### config.mk
export PLATFORM = sky130hd
export DESIGN_NAME = jk_bank_sequencer
export DESIGN_NICKNAME = d
export VERILOG_FILES = /design/src/rtl/jk_bank_sequencer.sv
export SDC_FILE = /design/constraint.sdc
export NUM_CORES = 1
export LEC_CHECK = 0
export CAP_MARGIN = 20
export CORE_UTILIZATION = 45
export DETAILED_ROUTE_END_ITERATION = 10
export PLACE_DENSITY = 0.85
export RECOVER_POWER = 100
export SLEW_MARGIN = 10
export SYNTH_ARGS = -nofsm -noshare
export SYNTH_HDL_FRONTEND = slang
export SYNTH_SLANG_ARGS = --single-unit
### constraint.sdc
create_clock -name clk -period 2.15 [get_ports clk]
set_input_delay 0.645 -clock clk [delete_from_list [all_inputs] [get_ports clk]]
set_output_delay 0.645 -clock clk [all_outputs]
set_load 0.1 [all_outputs]
### src/rtl/jk_bank_sequencer.sv
// rtl/jk_bank_sequencer.sv - command sequencer driving an external JK flip-flop bank
module jk_bank_sequencer #(
    parameter int WIDTH = 4
) (
    input  logic             clk,
    input  logic             rst,
    input  logic             cmd_valid,
    output logic             cmd_ready,
    input  logic [1:0]       cmd_op,
    input  logic [WIDTH-1:0] cmd_data,
    input  logic [WIDTH-1:0] q_in,
    output logic [WIDTH-1:0] j_out,
    output logic [WIDTH-1:0] k_out,
    output logic             busy,
    output logic             done,
    output logic [WIDTH-1:0] steps_left
);

    typedef enum logic [1:0] {IDLE, EXEC, SETTLE, DONE} state_t;

    localparam logic [1:0] OP_CLEAR = 2'b00;
    localparam logic [1:0] OP_LOAD  = 2'b01;
    localparam logic [1:0] OP_UP    = 2'b10;

    state_t           state;
    state_t           state_nxt;
    logic [1:0]       op_q;
    logic [WIDTH-1:0] data_q;
    logic [WIDTH-1:0] steps_q;
    logic             accept;
    logic             is_count;
    logic [WIDTH-1:0] t_up;
    logic [WIDTH-1:0] t_down;
    logic             acc_up;
    logic             acc_down;

    assign cmd_ready  = (state == IDLE);
    assign busy       = (state != IDLE);
    assign done       = (state == DONE);
    assign steps_left = steps_q;
    assign accept     = cmd_valid && cmd_ready;
    // op[1] set means count up or count down
    assign is_count   = op_q[1];

    // State register; reset returns to IDLE so j/k drop to zero immediately
    always_ff @(posedge clk or posedge rst) begin
        if (rst) begin
            state <= IDLE;
        end else begin
            state <= state_nxt;
        end
    end

    // Command latch and step counter; steps tick down on the edge leaving EXEC
    always_ff @(posedge clk or posedge rst) begin
        if (rst) begin
            op_q    <= OP_CLEAR;
            data_q  <= '0;
            steps_q <= '0;
        end else if (accept) begin
            op_q    <= cmd_op;
            data_q  <= cmd_data;
            steps_q <= cmd_op[1] ? cmd_data : '0;
        end else if (state == EXEC && is_count) begin
            steps_q <= steps_q - {{(WIDTH-1){1'b0}}, 1'b1};
        end
    end

    // Next-state logic
    always_comb begin
        state_nxt = state;
        case (state)
            IDLE: begin
                if (accept) begin
                    if (cmd_op[1] && cmd_data == '0) begin
                        state_nxt = DONE;
                    end else begin
                        state_nxt = EXEC;
                    end
                end
            end
            EXEC:   state_nxt = SETTLE;
            SETTLE: begin
                if (is_count && steps_q != '0) begin
                    state_nxt = EXEC;
                end else begin
                    state_nxt = DONE;
                end
            end
            DONE:   state_nxt = IDLE;
            default: state_nxt = IDLE;
        endcase
    end

    // Toggle masks: a bit flips when every lower bit is 1 (up) or 0 (down)
    always_comb begin
        t_up     = '0;
        t_down   = '0;
        acc_up   = 1'b1;
        acc_down = 1'b1;
        for (int i = 0; i < WIDTH; i++) begin
            t_up[i]   = acc_up;
            t_down[i] = acc_down;
            acc_up    = acc_up & q_in[i];
            acc_down  = acc_down & ~q_in[i];
        end
    end

    // Bank drive: only EXEC presents a non-hold code to the flip-flops
    always_comb begin
        j_out = '0;
        k_out = '0;
        if (state == EXEC) begin
            case (op_q)
                OP_CLEAR: begin
                    j_out = '0;
                    k_out = '1;
                end
                OP_LOAD: begin
                    j_out = data_q;
                    k_out = ~data_q;
                end
                OP_UP: begin
                    j_out = t_up;
                    k_out = t_up;
                end
                default: begin
                    j_out = t_down;
                    k_out = t_down;
                end
            endcase
        end
    end

endmodule

==> impl_results.md <==
* Post-synthesis compound-gate area fraction at 13.4%
* Largest net degree at the start of global routing at 13
* Final Net Count at 142
* Multi-input combinational cell area at 593 um2
* Mapped Cells at 85
* Boundary pin count at 28
* Post-Place Cell Area at 1440 um2
* Delay contributed by the slowest stage of the critical path at 0.28 ns
* Worst Hold Class: reg2reg
* Ordered cell list for the critical path: dlygate4sd2_1 -> nand4b_1 -> a21o_1 -> a21oi_4 -> buf_12
* Proportion of register bits with asynchronous set or reset after synthesis at 100%
* Family of cells with the greatest summed delay on the critical path: compound AO/OA/AOI/OAI gates
* Fraction of final layout cells sized beyond drive strength 1 at 52.8%
* Worst-case headroom to the max-slew limit at 63.6%
* Row count at 14
* Remaining global-route overflow at 0
* Detailed Place HPWL at 1.98 mm
* Worst Setup Path Type: in2out
* Synthesis-to-layout area growth at 78.7%
* Initial antenna violation count at 0
* Die outline height at 44.4 um
* Wirelength, routed at 4.01 mm
* Clock latency at the later pin of the worst-skew pair at 0.27 ns
* Root buffer cell: sky130_fd_sc_hd__clkbuf_4
* Run status: finished, violations left
* Area enclosed by the die boundary at 1980 um2
* Register area share after synthesis at 37.0%
* Post-DRT Antenna Nets at 0
* Post-route standard cell area excluding fillers at 1450 um2
* Flip-flop and latch count after synthesis at 12
* CP bufs+invs at 2
* Drt first-iter violations at 80
* Final worst-path cycle share at 110%
* Detailed-route vias per instance at 6.52
* Starting Density at 50.9%
* H-tree level count at 1
* Cell variety after synth at 34
* Critical path required time at 1.50 ns
* Vias after detailed routing at 984
* Area of the core at 1590 um2
* Setup slack of the critical path after layout at -0.220 ns
* Synthesis warning total at 0
* Post-Syn Nets at 99
* Routed length per instance at 26.5 um
* Post-synthesis share of cell area spent on xor and xnor gates at 2.16%
* Global placer's final weighted congestion at 0.793
* Clock Tree Buf Depth at 2
* Number of buffers added by the clock tree synthesis step at 3
* Horizontal die dimension at 44.4 um
* CTS tree: built
* Port Buffers at 26
* Syn Area/Cell at 9.54 um2
* Final setup fails at 12
* Final critical path time including I/O delays and setup at 2.37 ns
* FF+latch area at 302 um2
* Main combinational cell family by area after synthesis: simple AND/OR/NAND/NOR gates
* Number of antenna cells inserted at 0
* Clock tree skew after final layout at 0.00442 ns
* Most common library cell in the layout ignoring fill and taps: sky130_fd_sc_hd__buf_4
* Via count of the first global-routing pass at 1024
* Most frequently used flop master after synthesis: sky130_fd_sc_hd__dfrtp_1
* Post-synthesis instance area at 811 um2
* Synth Area in Adders at 1.54%
* Number of enable flip-flop cells after synthesis at 0
* RSZ-0062 raised after global routing: true
* Type of element launching the critical path: input pin
* Total Routing Usage GR at 44.2%
* DRC violation count after routing at 0
* Violated checks: negative setup slack
* Post-layout utilization of the core at 90.9%
* Most used cells in the layout excluding fill and tap cells: sky130_fd_sc_hd__buf_4 (12), sky130_fd_sc_hd__dfrtp_1 (11), sky130_fd_sc_hd__buf_12 (10)
* Maximum fanout encountered on the critical timing path at 3
* Capturing element type of the critical path: output pin
* First-pass GRT wire length at 5.85 mm
* Cts-stage hold buffer count at 0
* Fin. max-slew vios at 0
* Mux cell area share after synthesis at 15.7%
* Number of iterations in the first detailed-routing pass at 5
* Synthesized-area fraction occupied by and/or/nand/nor cells at 23.3%
* Total clock sinks at 12
* Peak Freq at 422 MHz
* Slowest stage cell on the critical path: sky130_fd_sc_hd__a21o_1
* Number of hold violations in the final report at 0
* Maximum Capacitance Violations at 0
* Worst slew pin tran at 0.548 ns
* Placed cell count at 143
* Number of filler cells placed in the layout at 45
* Final cell count without fillers at 151
* CP arrival at 1.73 ns
* Clock transition at the register clock pins on the worst setup and hold paths after CTS at 0.09 ns
==> layout make-up <==
type / count / share of cell area, %
Timing Repair Buffer: 42 / 32.1
Multi-Input combinational cell: 63 / 40.9
Sequential cell: 12 / 20.8
Tap cell: 24 / 2.07
Inverter: 6 / 1.55
Clock buffer: 4 / 2.50
==> state kept, by name, indices dropped and copies added, names as in the netlist <==
| signal | count |
|---|---|
| state | 2 |
| steps_left | 4 |
| data_q | 4 |
| op_q | 2 |
==> worst register-to-register path: cells and delay by family (launching register included) <==
family	cells	cell delay, ns
and+or+nand+nor	1	0.43
DFF	1	0.42
buffers and inverters	2	0.51
muxes	1	0.37
==> cells in the mapped netlist (3+ instances only) <==
cell,instances,share of area (%)
sky130_fd_sc_hd__a21oi_1,4,2.5
sky130_fd_sc_hd__dfrtp_1,12,37
sky130_fd_sc_hd__inv_1,6,2.8
sky130_fd_sc_hd__mux2_2,6,8.3
sky130_fd_sc_hd__mux2i_1,3,3.7
sky130_fd_sc_hd__nand2_1,9,4.2
sky130_fd_sc_hd__nand3_1,4,2.5
sky130_fd_sc_hd__nor2_1,7,3.2
sky130_fd_sc_hd__o21ai_0,3,1.9
==> through the flow <==
stage | TNS, ns | hold WS, ns | setup slack [ns]
2_1_floorplan | -1.35 | 0.481 | -0.435
3_3_place_gp | -2.56 | 0.491 | -0.461
3_5_place_dp | -2.92 | 0.529 | -0.516
4_1_cts | -0.469 | 0.539 | -0.142
5_1_grt | -1.59 | 0.592 | -0.213
6_report | -1.17 | 0.564 | -0.220
==> final timing paths <==
kind	cells past startpoint	startpoint	endpoint	slack, ns
min in group asynchronous	2	rst	data_q[1]	0.81
max in group asynchronous	2	rst	op_q[1]	0.99
hold / removal	1	data_q[2]	data_q[2]	0.56
hold reg to reg	1	data_q[2]	data_q[2]	0.56
setup reg to reg	4	state[1]	data_q[2]	0.31
setup / recovery	5	q_in[2]	j_out[3]	-0.22
==> layer usage <==
metal	wire length, um	vias up	GRT usage, %
li1	-	384	-
met1	1340	454	50.5
met2	1870	107	75.6
met3	469	39	8.98
met4	333	0	26.7
met5	0	-	0
==> repair_timing <==
item,in CTS,in global routing
resized for setup,18,3
setup endpoints to repair,8,8
endpoints found under the hold margin,0,0
pin swaps,5,0
setup buffers,2,2
==> cell families after synthesis <==
kind of cell,after synthesis
adder cells (fa/ha/maj),1
multiplexers,11
AND/OR/NAND/NOR,33
flip-flops,12
XOR/XNOR,2
buffers and inverters,10
AO/OA/AOI/OAI,16
Power is not shown: default switching activity piles up to over one toggle a cycle in this logic, so the estimate is an artifact.
